[src/rtl/data_memory_arb_pkg.sv]
// Shared types and round-robin search helper for data-memory arbitration.
// Latency: combinational helper only.
// Backpressure: none; pure definitions.
package data_memory_arb_pkg;

    typedef enum logic {
        ARB    = 1'b0,
        LOCKED = 1'b1
    } arb_state_t;

    localparam int DEFAULT_LOCK_MAX = 16;
    localparam int RR_MAX_REQ       = 8;

    typedef struct packed {
        logic       found;
        logic [2:0] idx;
    } rr_pick_t;

    // First set bit of valid starting at ptr and wrapping modulo nreq.
    function automatic rr_pick_t rr_pick(
        input logic [RR_MAX_REQ-1:0] valid,
        input logic [2:0]            ptr,
        input int                    nreq
    );
        rr_pick_t   r;
        int         j;
        logic [2:0] j3;
        r = '0;
        for (int k = 0; k < RR_MAX_REQ; k++) begin
            if (k < nreq) begin
                j = int'(ptr) + k;
                if (j >= nreq) begin
                    j = j - nreq;
                end
                j3 = 3'(j);
                if (!r.found && valid[j3]) begin
                    r.found = 1'b1;
                    r.idx   = j3;
                end
            end
        end
        return r;
    endfunction

endpackage

[src/rtl/data_memory_arbiter_rr_priority_pick.sv]
// Round-robin index select over NREQ request lines, starting at ptr_i.
// Latency: combinational.
// Backpressure: none; caller decides whether the pick is consumed.
module rr_priority_pick
    import data_memory_arb_pkg::*;
#(
    parameter  int NREQ = 2,
    localparam int IW   = (NREQ > 1) ? $clog2(NREQ) : 1
) (
    input  logic [NREQ-1:0] valid_i,
    input  logic [IW-1:0]   ptr_i,
    output logic            found_o,
    output logic [IW-1:0]   idx_o
);

    logic [RR_MAX_REQ-1:0] valid_ext;
    logic [2:0]            ptr_ext;
    rr_pick_t              pick;
    logic                  unused_idx_bits;

    always_comb begin
        valid_ext             = '0;
        valid_ext[NREQ-1:0]   = valid_i;
        ptr_ext               = '0;
        ptr_ext[IW-1:0]       = ptr_i;
        pick                  = rr_pick(valid_ext, ptr_ext, NREQ);
    end

    assign found_o         = pick.found;
    assign idx_o           = pick.idx[IW-1:0];
    assign unused_idx_bits = ^pick.idx;

endmodule

[src/rtl/data_memory_arbiter.sv]
// Round-robin arbiter with atomic lock sharing one single-port data memory; optional DATA_MEMORY_ARB_STATS_EN counters.
// Latency: grant and memory drive combinational; load response registered, 1 cycle.
// Backpressure: req_ready low stalls a requester; at most one grant per cycle; locked owner excludes others.
module data_memory_arbiter
    import data_memory_arb_pkg::*;
#(
    parameter int NREQ     = 2,
    parameter int AW       = 8,
    parameter int DW       = 8,
    parameter int LOCK_MAX = DEFAULT_LOCK_MAX
) (
    input  logic               clk,
    input  logic               reset,
    input  logic [NREQ-1:0]    req_valid,
    output logic [NREQ-1:0]    req_ready,
    input  logic [NREQ-1:0]    req_we,
    input  logic [NREQ-1:0]    req_lock,
    input  logic [NREQ*AW-1:0] req_addr,
    input  logic [NREQ*DW-1:0] req_wdata,
    output logic [NREQ-1:0]    rsp_valid,
    output logic [DW-1:0]      rsp_rdata,
    output logic               lock_err,
    output logic [AW-1:0]      mem_adr,
    output logic               mem_read_en,
    output logic               mem_write_en,
    output logic [DW-1:0]      mem_dat_in,
    input  logic [DW-1:0]      mem_dat_out
`ifdef DATA_MEMORY_ARB_STATS_EN
    ,
    output logic [NREQ*16-1:0] grant_cnt,
    output logic [15:0]        stall_cnt
`endif
);

    localparam int IW = (NREQ > 1) ? $clog2(NREQ) : 1;
    localparam int CW = (LOCK_MAX > 1) ? $clog2(LOCK_MAX) : 1;

    arb_state_t      state_q, state_d;
    logic [IW-1:0]   owner_q, owner_d;
    logic [IW-1:0]   rr_ptr_q, rr_ptr_d;
    logic [CW-1:0]   lock_cnt_q, lock_cnt_d;
    logic [NREQ-1:0] rsp_valid_q, rsp_valid_d;
    logic [DW-1:0]   rsp_rdata_q, rsp_rdata_d;
    logic            lock_err_q, lock_err_d;

    logic            pick_found;
    logic [IW-1:0]   pick_idx;
    logic            gnt_vld;
    logic [IW-1:0]   gnt_idx;
    logic            gnt_we;
    logic            gnt_lock;

    rr_priority_pick #(.NREQ(NREQ)) u_pick (
        .valid_i (req_valid),
        .ptr_i   (rr_ptr_q),
        .found_o (pick_found),
        .idx_o   (pick_idx)
    );

    // Reset masks the grant so memory enables stay low during reset.
    always_comb begin
        gnt_vld = 1'b0;
        gnt_idx = pick_idx;
        if (!reset) begin
            if (state_q == LOCKED) begin
                gnt_idx = owner_q;
                gnt_vld = req_valid[owner_q];
            end else begin
                gnt_vld = pick_found;
            end
        end
    end

    assign gnt_we   = req_we[gnt_idx];
    assign gnt_lock = req_lock[gnt_idx];

    always_comb begin
        req_ready    = '0;
        mem_adr      = '0;
        mem_read_en  = 1'b0;
        mem_write_en = 1'b0;
        mem_dat_in   = '0;
        if (gnt_vld) begin
            req_ready[gnt_idx] = 1'b1;
            mem_adr            = req_addr[int'(gnt_idx)*AW +: AW];
            mem_write_en       = gnt_we;
            mem_read_en        = ~gnt_we;
            mem_dat_in         = req_wdata[int'(gnt_idx)*DW +: DW];
        end
    end

    always_comb begin
        state_d     = state_q;
        owner_d     = owner_q;
        rr_ptr_d    = rr_ptr_q;
        lock_cnt_d  = lock_cnt_q;
        lock_err_d  = lock_err_q;
        rsp_valid_d = '0;
        rsp_rdata_d = rsp_rdata_q;

        if (gnt_vld) begin
            if (int'(gnt_idx) == NREQ - 1) begin
                rr_ptr_d = '0;
            end else begin
                rr_ptr_d = gnt_idx + 1'b1;
            end
            if (!gnt_we) begin
                rsp_valid_d[gnt_idx] = 1'b1;
                rsp_rdata_d          = mem_dat_out;
            end
        end

        case (state_q)
            ARB: begin
                if (gnt_vld && gnt_lock) begin
                    state_d    = LOCKED;
                    owner_d    = gnt_idx;
                    lock_cnt_d = '0;
                end
            end
            LOCKED: begin
                lock_cnt_d = lock_cnt_q + 1'b1;
                if (gnt_vld && !gnt_lock) begin
                    state_d    = ARB;
                    lock_cnt_d = '0;
                end else if (lock_cnt_q == CW'(LOCK_MAX - 1)) begin
                    // Timeout: this cycle's beat (if any) still completes.
                    state_d    = ARB;
                    lock_cnt_d = '0;
                    lock_err_d = 1'b1;
                end
            end
            default: state_d = ARB;
        endcase
    end

    always_ff @(posedge clk) begin
        if (reset) begin
            state_q     <= ARB;
            owner_q     <= '0;
            rr_ptr_q    <= '0;
            lock_cnt_q  <= '0;
            rsp_valid_q <= '0;
            rsp_rdata_q <= '0;
            lock_err_q  <= 1'b0;
        end else begin
            state_q     <= state_d;
            owner_q     <= owner_d;
            rr_ptr_q    <= rr_ptr_d;
            lock_cnt_q  <= lock_cnt_d;
            rsp_valid_q <= rsp_valid_d;
            rsp_rdata_q <= rsp_rdata_d;
            lock_err_q  <= lock_err_d;
        end
    end

    assign rsp_valid = rsp_valid_q;
    assign rsp_rdata = rsp_rdata_q;
    assign lock_err  = lock_err_q;

`ifdef DATA_MEMORY_ARB_STATS_EN
    logic [NREQ*16-1:0] grant_cnt_q, grant_cnt_d;
    logic [15:0]        stall_cnt_q, stall_cnt_d;

    always_comb begin
        grant_cnt_d = grant_cnt_q;
        stall_cnt_d = stall_cnt_q;
        if (gnt_vld && (grant_cnt_q[int'(gnt_idx)*16 +: 16] != 16'hFFFF)) begin
            grant_cnt_d[int'(gnt_idx)*16 +: 16] = grant_cnt_q[int'(gnt_idx)*16 +: 16] + 16'd1;
        end
        if (|(req_valid & ~req_ready) && (stall_cnt_q != 16'hFFFF)) begin
            stall_cnt_d = stall_cnt_q + 16'd1;
        end
    end

    always_ff @(posedge clk) begin
        if (reset) begin
            grant_cnt_q <= '0;
            stall_cnt_q <= '0;
        end else begin
            grant_cnt_q <= grant_cnt_d;
            stall_cnt_q <= stall_cnt_d;
        end
    end

    assign grant_cnt = grant_cnt_q;
    assign stall_cnt = stall_cnt_q;
`endif

endmodule
[config.mk]
export PLATFORM = sky130hd
export DESIGN_NAME = data_memory_arbiter
export DESIGN_NICKNAME = d
export VERILOG_FILES = /design/src/rtl/data_memory_arb_pkg.sv /design/src/rtl/data_memory_arbiter_rr_priority_pick.sv /design/src/rtl/data_memory_arbiter.sv
export SDC_FILE = /design/constraint.sdc
export NUM_CORES = 1
export LEC_CHECK = 0
export CORE_MARGIN = 1
export CORE_UTILIZATION = 36
export CTS_CLUSTER_DIAMETER = 100
export DETAILED_ROUTE_END_ITERATION = 12
export PLACE_DENSITY = 0.81
export REMOVE_ABC_BUFFERS = 1
export SETUP_SLACK_MARGIN = 0.05
export SKIP_CTS_REPAIR_TIMING = 1
export SYNTH_ARGS = -nofsm -noshare
export SYNTH_HDL_FRONTEND = slang
export SYNTH_SLANG_ARGS = --single-unit
[constraint.sdc]
create_clock -name clk -period 2.06 [get_ports clk]
set_input_delay 0.412 -clock clk [delete_from_list [all_inputs] [get_ports clk]]
set_output_delay 0.412 -clock clk [all_outputs]
set_load 0.02 [all_outputs]
# Word level (Yosys, flattened, before mapping)
# Index checks and enable logic that the tools add are counted.
# word_totals
ff_bits	18
out_inout_bits	31
elab_cells	71
inputBits	48
# op_classes
reduce_logical	10
eq_ne	2
n_lt_le_gt_ge	7
n_bitwise	4
n_addsub	5
mux	34
n_shift	2
# ops
op	n
$ge A32 B3 Y1 const B	1
$shiftx A16 B5 Y8	2
$mux W4	5
$mux W1	19
$mux W8	2
$lt A3 B4 Y1 const B	2
$pmux W4 S2	1
$bmux W1 S3	2
$mux W3	2
$add A4 B1 Y4 const B	1
$eq A4 B4 Y1 const B	1
$logic_and A1 B1 Y1	4
$lt A1 B2 Y1 const B	2
$not A1 Y1	4
$reduce_and A2 Y1	2
$reduce_and A3 Y1	1
$reduce_or A3 Y1	1
$sub A1 B2 Y3 const B	1
$sub A3 B3 Y3 const B	1
$add A1 B1 Y2 const B	1
$ge A1 B2 Y1 const B	1
$logic_not A1 Y1	2
$mux W2	1
$ne A2 B2 Y1 const B	1
4 further kinds	4

# Logic depth before layout (Yosys ltp)
# Gate-level depths: netlist of run 1.
# depth
depth_word	16
mapped_depth	8
depth_no_buf	5

# Cells and area by module
# Synthesis of run 1 repeated with hierarchy kept, for this count alone.
# hier_totals
hier_cells	146
area_unflattened_um2	1116.1
# by_module_without_submodules
mod	cells_each	area_per_inst_um2	seq_area_each_um2	n_inst
data_memory_arbiter	143	1098.6	360.3	1
rr_priority_pick	3	17.5	0.0	1

# Worst setup path after synthesis of run 1
# No wires, ideal clock.
# synth_timing
kind	input -> output
startpoint	input port reset
endpoint	output port mem_adr[3]
arrival_time_ns	1.590
n_path_buf	2
path_stages	6
slack_ns	0.058
t_required_ns	1.648
path_cell_list	nand2b_1 a31oi_4 buf_6 buf_2 mux2i_1 nor2_1
# synth_via
elab_chain_cells	3
elab_cells_between_ends	4
cone_classes	shift (1); mux (3)
# synth_lines
element	line	text
from (decl)	data_memory_arbiter.sv:13	input logic reset,
$mux W1	data_memory_arbiter.sv:64	if (!reset) begin
$shiftx A16 B5 Y8	data_memory_arbiter.sv:85	mem_adr = req_addr[int'(gnt_idx)*AW +: AW];
$mux W8 (*)	data_memory_arbiter.sv:83	if (gnt_vld) begin
to (decl)	data_memory_arbiter.sv:23	output logic [AW-1:0] mem_adr,
# Every way passes the cells marked *; elsewhere a longest branch is shown, timed or not.

# Worst setup path after layout of run 1
# layout_timing
startpoint	register owner_q
endpoint	output port mem_adr[4]
# layout_via
elab_chain_cells	5
elab_cells_between_ends	8
cone_classes	shift (1); mux (7)
# layout_lines
element	line	text
from (decl)	data_memory_arbiter.sv:39	logic [IW-1:0] owner_q, owner_d;
from (signal assigned)	data_memory_arbiter.sv:148	owner_q <= owner_d;
branches (longest 4 deep; another with $shiftx A16 B5 Y8)	-	
$mux W8 (*)	data_memory_arbiter.sv:83	
# Mark *: on every way between the ends. The select of a mux whose other input is x is not followed.

==> results of run 1 <==
[where the power goes]
part           internal [mW]  total, mW  leakage, nW  switching, mW
Combinational          0.290      0.508        0.898          0.218
Clock                  0.108      0.222       0.0210          0.115
Sequential             0.370      0.384        0.148         0.0146
[registers in the layout (all words and copies together) (netlist names)]
signal	count
lock_cnt_q	4
lock_err	1
owner_q	1
rr_ptr_q	1
rsp_rdata	8
rsp_valid	2
state_q	1
[through the flow]
| step | power [mW] | hold slack [ns] | utilization [%] | instances | setup slack (ns) |
|---|---|---|---|---|---|
| 4_1_cts | 1.07 | 0.483 | 70.7 | 263 | -0.857 |
| 3_3_place_gp | 0.835 | 0.451 | 69.6 | 259 | -0.723 |
| 6_report | 1.11 | 0.488 | 74.9 | 274 | -0.175 |
| 3_5_place_dp | 0.846 | 0.463 | 69.6 | 259 | -0.840 |
| 2_1_floorplan | 0.589 | 0.434 | - | 116 | -0.297 |
| 5_1_grt | 1.16 | 0.508 | 74.9 | 274 | -0.219 |
[synthesized netlist by cell type]
master                      instances  area share, %
sky130_fd_sc_hd__a2111o_1           1           0.95
sky130_fd_sc_hd__nor4_2             1            1.1
sky130_fd_sc_hd__and2_1             1           0.53
sky130_fd_sc_hd__and2b_1            2            1.3
sky130_fd_sc_hd__o21a_1             1           0.63
sky130_fd_sc_hd__mux2i_1           18             15
sky130_fd_sc_hd__nor3_1             2           0.84
sky130_fd_sc_hd__a41o_1             1           0.84
sky130_fd_sc_hd__a31o_2             1           0.74
sky130_fd_sc_hd__a2111oi_0          1           0.74
sky130_fd_sc_hd__buf_6              3            2.8
sky130_fd_sc_hd__a2111oi_1          1           0.84
sky130_fd_sc_hd__o21ai_0            1           0.42
sky130_fd_sc_hd__a211oi_2           1            1.1
sky130_fd_sc_hd__nor2_1            21            6.6
sky130_fd_sc_hd__inv_1              4            1.3
sky130_fd_sc_hd__a21oi_2            1           0.74
sky130_fd_sc_hd__and3b_4            1            1.1
sky130_fd_sc_hd__mux2_4             8             10
sky130_fd_sc_hd__o2bb2ai_1          1           0.74
sky130_fd_sc_hd__nor2b_4            1            1.2
sky130_fd_sc_hd__nor2b_1            6            3.2
sky130_fd_sc_hd__o32ai_1            1           0.74
sky130_fd_sc_hd__mux2_2             1           0.95
sky130_fd_sc_hd__nand2b_1           3            1.6
sky130_fd_sc_hd__dfxtp_1           18             30
sky130_fd_sc_hd__buf_2              1           0.42
sky130_fd_sc_hd__nor3_2             1           0.84
sky130_fd_sc_hd__a31oi_4            1            1.8
sky130_fd_sc_hd__clkbuf_1           3           0.95
sky130_fd_sc_hd__nand3_1            3            1.3
sky130_fd_sc_hd__ha_1               1            1.1
sky130_fd_sc_hd__a21oi_1            3            1.3
sky130_fd_sc_hd__o22ai_1            1           0.53
sky130_fd_sc_hd__a311oi_1           2            1.5
sky130_fd_sc_hd__and4_1             1           0.74
sky130_fd_sc_hd__nand2_1            4            1.3
sky130_fd_sc_hd__o221ai_4           1            2.2
[logic make-up (layout without fill, tap and decap cells)]
family          count (synthesis)  in the layout  share of synthesized area (%)
simple gates                   47             47                           21.3
fa+ha+maj                       1              1                           1.05
buf+inv                        11            118                           5.47
compound gates                 19             19                           15.7
mux                            27             27                           26.2
flops                          18             18                           30.3
[routing by layer]
metal	GRT usage [%]	vias to the layer above	part of all wire [%]
met5	0	-	0
met4	7.31	0	2.0
met3	4.59	8	3.7
met2	40.0	51	53
met1	27.3	661	41
li1	-	656	-
[how the worst max path moves through the flow]
| stage | slack (ns) | from | cells past startpoint | endpoint |
|---|---|---|---|---|
| 4_1_cts | -0.86 | reset | 6 | mem_read_en |
| 5_1_grt | -0.22 | reset | 8 | mem_adr[4] |
| 2_1_floorplan | -0.30 | state_q$_SDFF_PP0_ | 5 | rsp_rdata[0]$_SDFFE_PP0P_ |
| 3_5_place_dp | -0.84 | reset | 6 | mem_read_en |
| 6_report | -0.18 | owner_q$_SDFFE_PP0P_ | 7 | mem_adr[4] |
| 3_3_place_gp | -0.72 | reset | 6 | mem_read_en |
[worst max-delay path: stages, from the launching register on]
cell and delay, ns:
sky130_fd_sc_hd__dfxtp_4 0.37, sky130_fd_sc_hd__and3b_4 0.20, sky130_fd_sc_hd__a31oi_4 0.17, sky130_fd_sc_hd__buf_12 0.15
sky130_fd_sc_hd__buf_12 0.13, sky130_fd_sc_hd__mux2i_2 0.24, sky130_fd_sc_hd__nor2_1 0.10, sky130_fd_sc_hd__buf_4 0.17
[final cells by class]
cell class	count	area [um^2]
clock buffer	4	36.3
fill	218	778
inverter	4	15.0
multi-input combinational	94	808
sequential	18	365
tap	44	55.1
timing repair buffer	110	1040
==> metrics list, run 1 <==
* Run status: finished with violations
* Failing checks: negative setup slack
- In the final routed layout, each cell accounts on average for 16.5 um.
- The pre-antenna-repair detailed-routing pass consisted of 4 iterations.
- Clock-pin slew was measured on the worst setup and hold paths at 0.10 ns.
- The initial antenna violation count was 0.
- By startpoint and endpoint, the worst setup path is classified as register to output port.
* Initial standard-cell utilization of the core: 38.3%
- Total core area: 3100 um^2
- The netlist uses 38 different library cells.
- The final route contains 1376 vias.
- In this run the cell area measured after placement is 2160 um^2.
* Number of port buffers: 78
- For the worst setup path, the data required time is 1.65 ns.
- Start of the worst register-to-register path: owner_q$_SDFFE_PP0P_
* Commonest non-fill, non-tap cells in the layout: sky130_fd_sc_hd__clkdlybuf4s50_1, sky130_fd_sc_hd__buf_4, sky130_fd_sc_hd__nor2_1
* 1st-iter DRT viols: 40
- The worst pin sits at a relative slew slack of 74.2%.
- The floorplan step set the die width to 59.5 um.
- Aggregate global-route resource usage: 22.6%
* Count of max-cap constraint violations: 0
* Setup repair after global routing missed its margin: yes
- After floorplanning, the core was divided into 20 placement rows.
- Worst clock skew on the final layout: 0.00340 ns
- In this run the worst path has a maximum fanout of 5.
- Kind of start point of the critical path: register
- Sequential-to-total area share from yosys stat: 30.3%
- Critical path arrival: 1.82 ns
* Total DRC errors in the routed layout: 0
* Post-route setup slack: -0.175 ns
- Fraction of layout cells with a size suffix above 1: 36.1%
* Total die area: 3540 um^2
* Worst-case vdd ir drop: 0.000305 V
* Nature of the critical path endpoint: output port
* Growth of design area from synthesis to finish: 95.4%
* Most common library cell in the layout ignoring fill and taps: sky130_fd_sc_hd__clkdlybuf4s50_1
- CTS saw 18 sinks.
- Counting the buffers created by CTS gives 3.
* Internal reg-to-reg setup slack: 0.05 ns
* Setup violations, final: 20
* Clk buf depth: 2
- Die Height: 59.5 um
- The detail route stage leaves a number of antenna-violating nets equal to 0.
* Number of synthesized register bits: 18
- After detailed routing, the number of vias per cell comes to 5.02.
- Total grt overflow: 0
- Number of global-route vias before repair: 1322
* Hold path cells: 1
- Once layout is done, the placed cells without fillers occupy 2320 um^2.
* Combined area of all synthesized cells: 1190 um^2
- Root Buffer: sky130_fd_sc_hd__clkbuf_4
- The worst register-to-register path ends at owner_q$_SDFFE_PP0P_.
- Cell count after synthesis: 123
- Power spread over the standard cell area amounts to 480 nW/um^2.
- Per-instance average area after synthesis: 9.67 um^2
* Startpoint of the most critical hold path: lock_err$_SDFFE_PP0P_
- Worst Tran Pin Value: 0.386 ns
- Number of antenna cells inserted: 0
* Maximum number of pins on one net before global-route repair: 24
- In this run the number of H-tree levels came out at 1.
- For the worst flop-to-flop path, the logic depth is 9.
* Worst-case hold path end point: lock_err$_SDFFE_PP0P_
* Shortest clock period the worst path allows after layout: 2.24 ns
- Routability Congestion: 0.841
* Maximum operating frequency: 447 MHz
- Hpwl dp: 2950 um
* Top-level port count: 79
- The final layout contains routed wiring with a total length of 4520 um.
- Clock tree from TritonCTS: yes
- Final hold violation count: 0
* Net total in the final layout: 280
- Type of the tightest min-delay check: register to register
* Insertion delay of the later-clocked pin in the worst-skew pair: 0.30 ns
- Final cycle utilization of the critical path: 109%
* Synth Warn #: 0
* Sum of negative setup slack: -1.49 ns
- Static power due to leakage: 1.07 nW
* Wire length of the first global-routing pass: 6050 um
- Total count of max-transition violations in the final report: 0
(Power assumes the default switching activity.)
==> run 2, diff against run 1 <==
RECOVER_POWER = 50   (was unset)
==> results of run 2 <==
The final DEF is identical to that of run 1; final timing and power are the same.
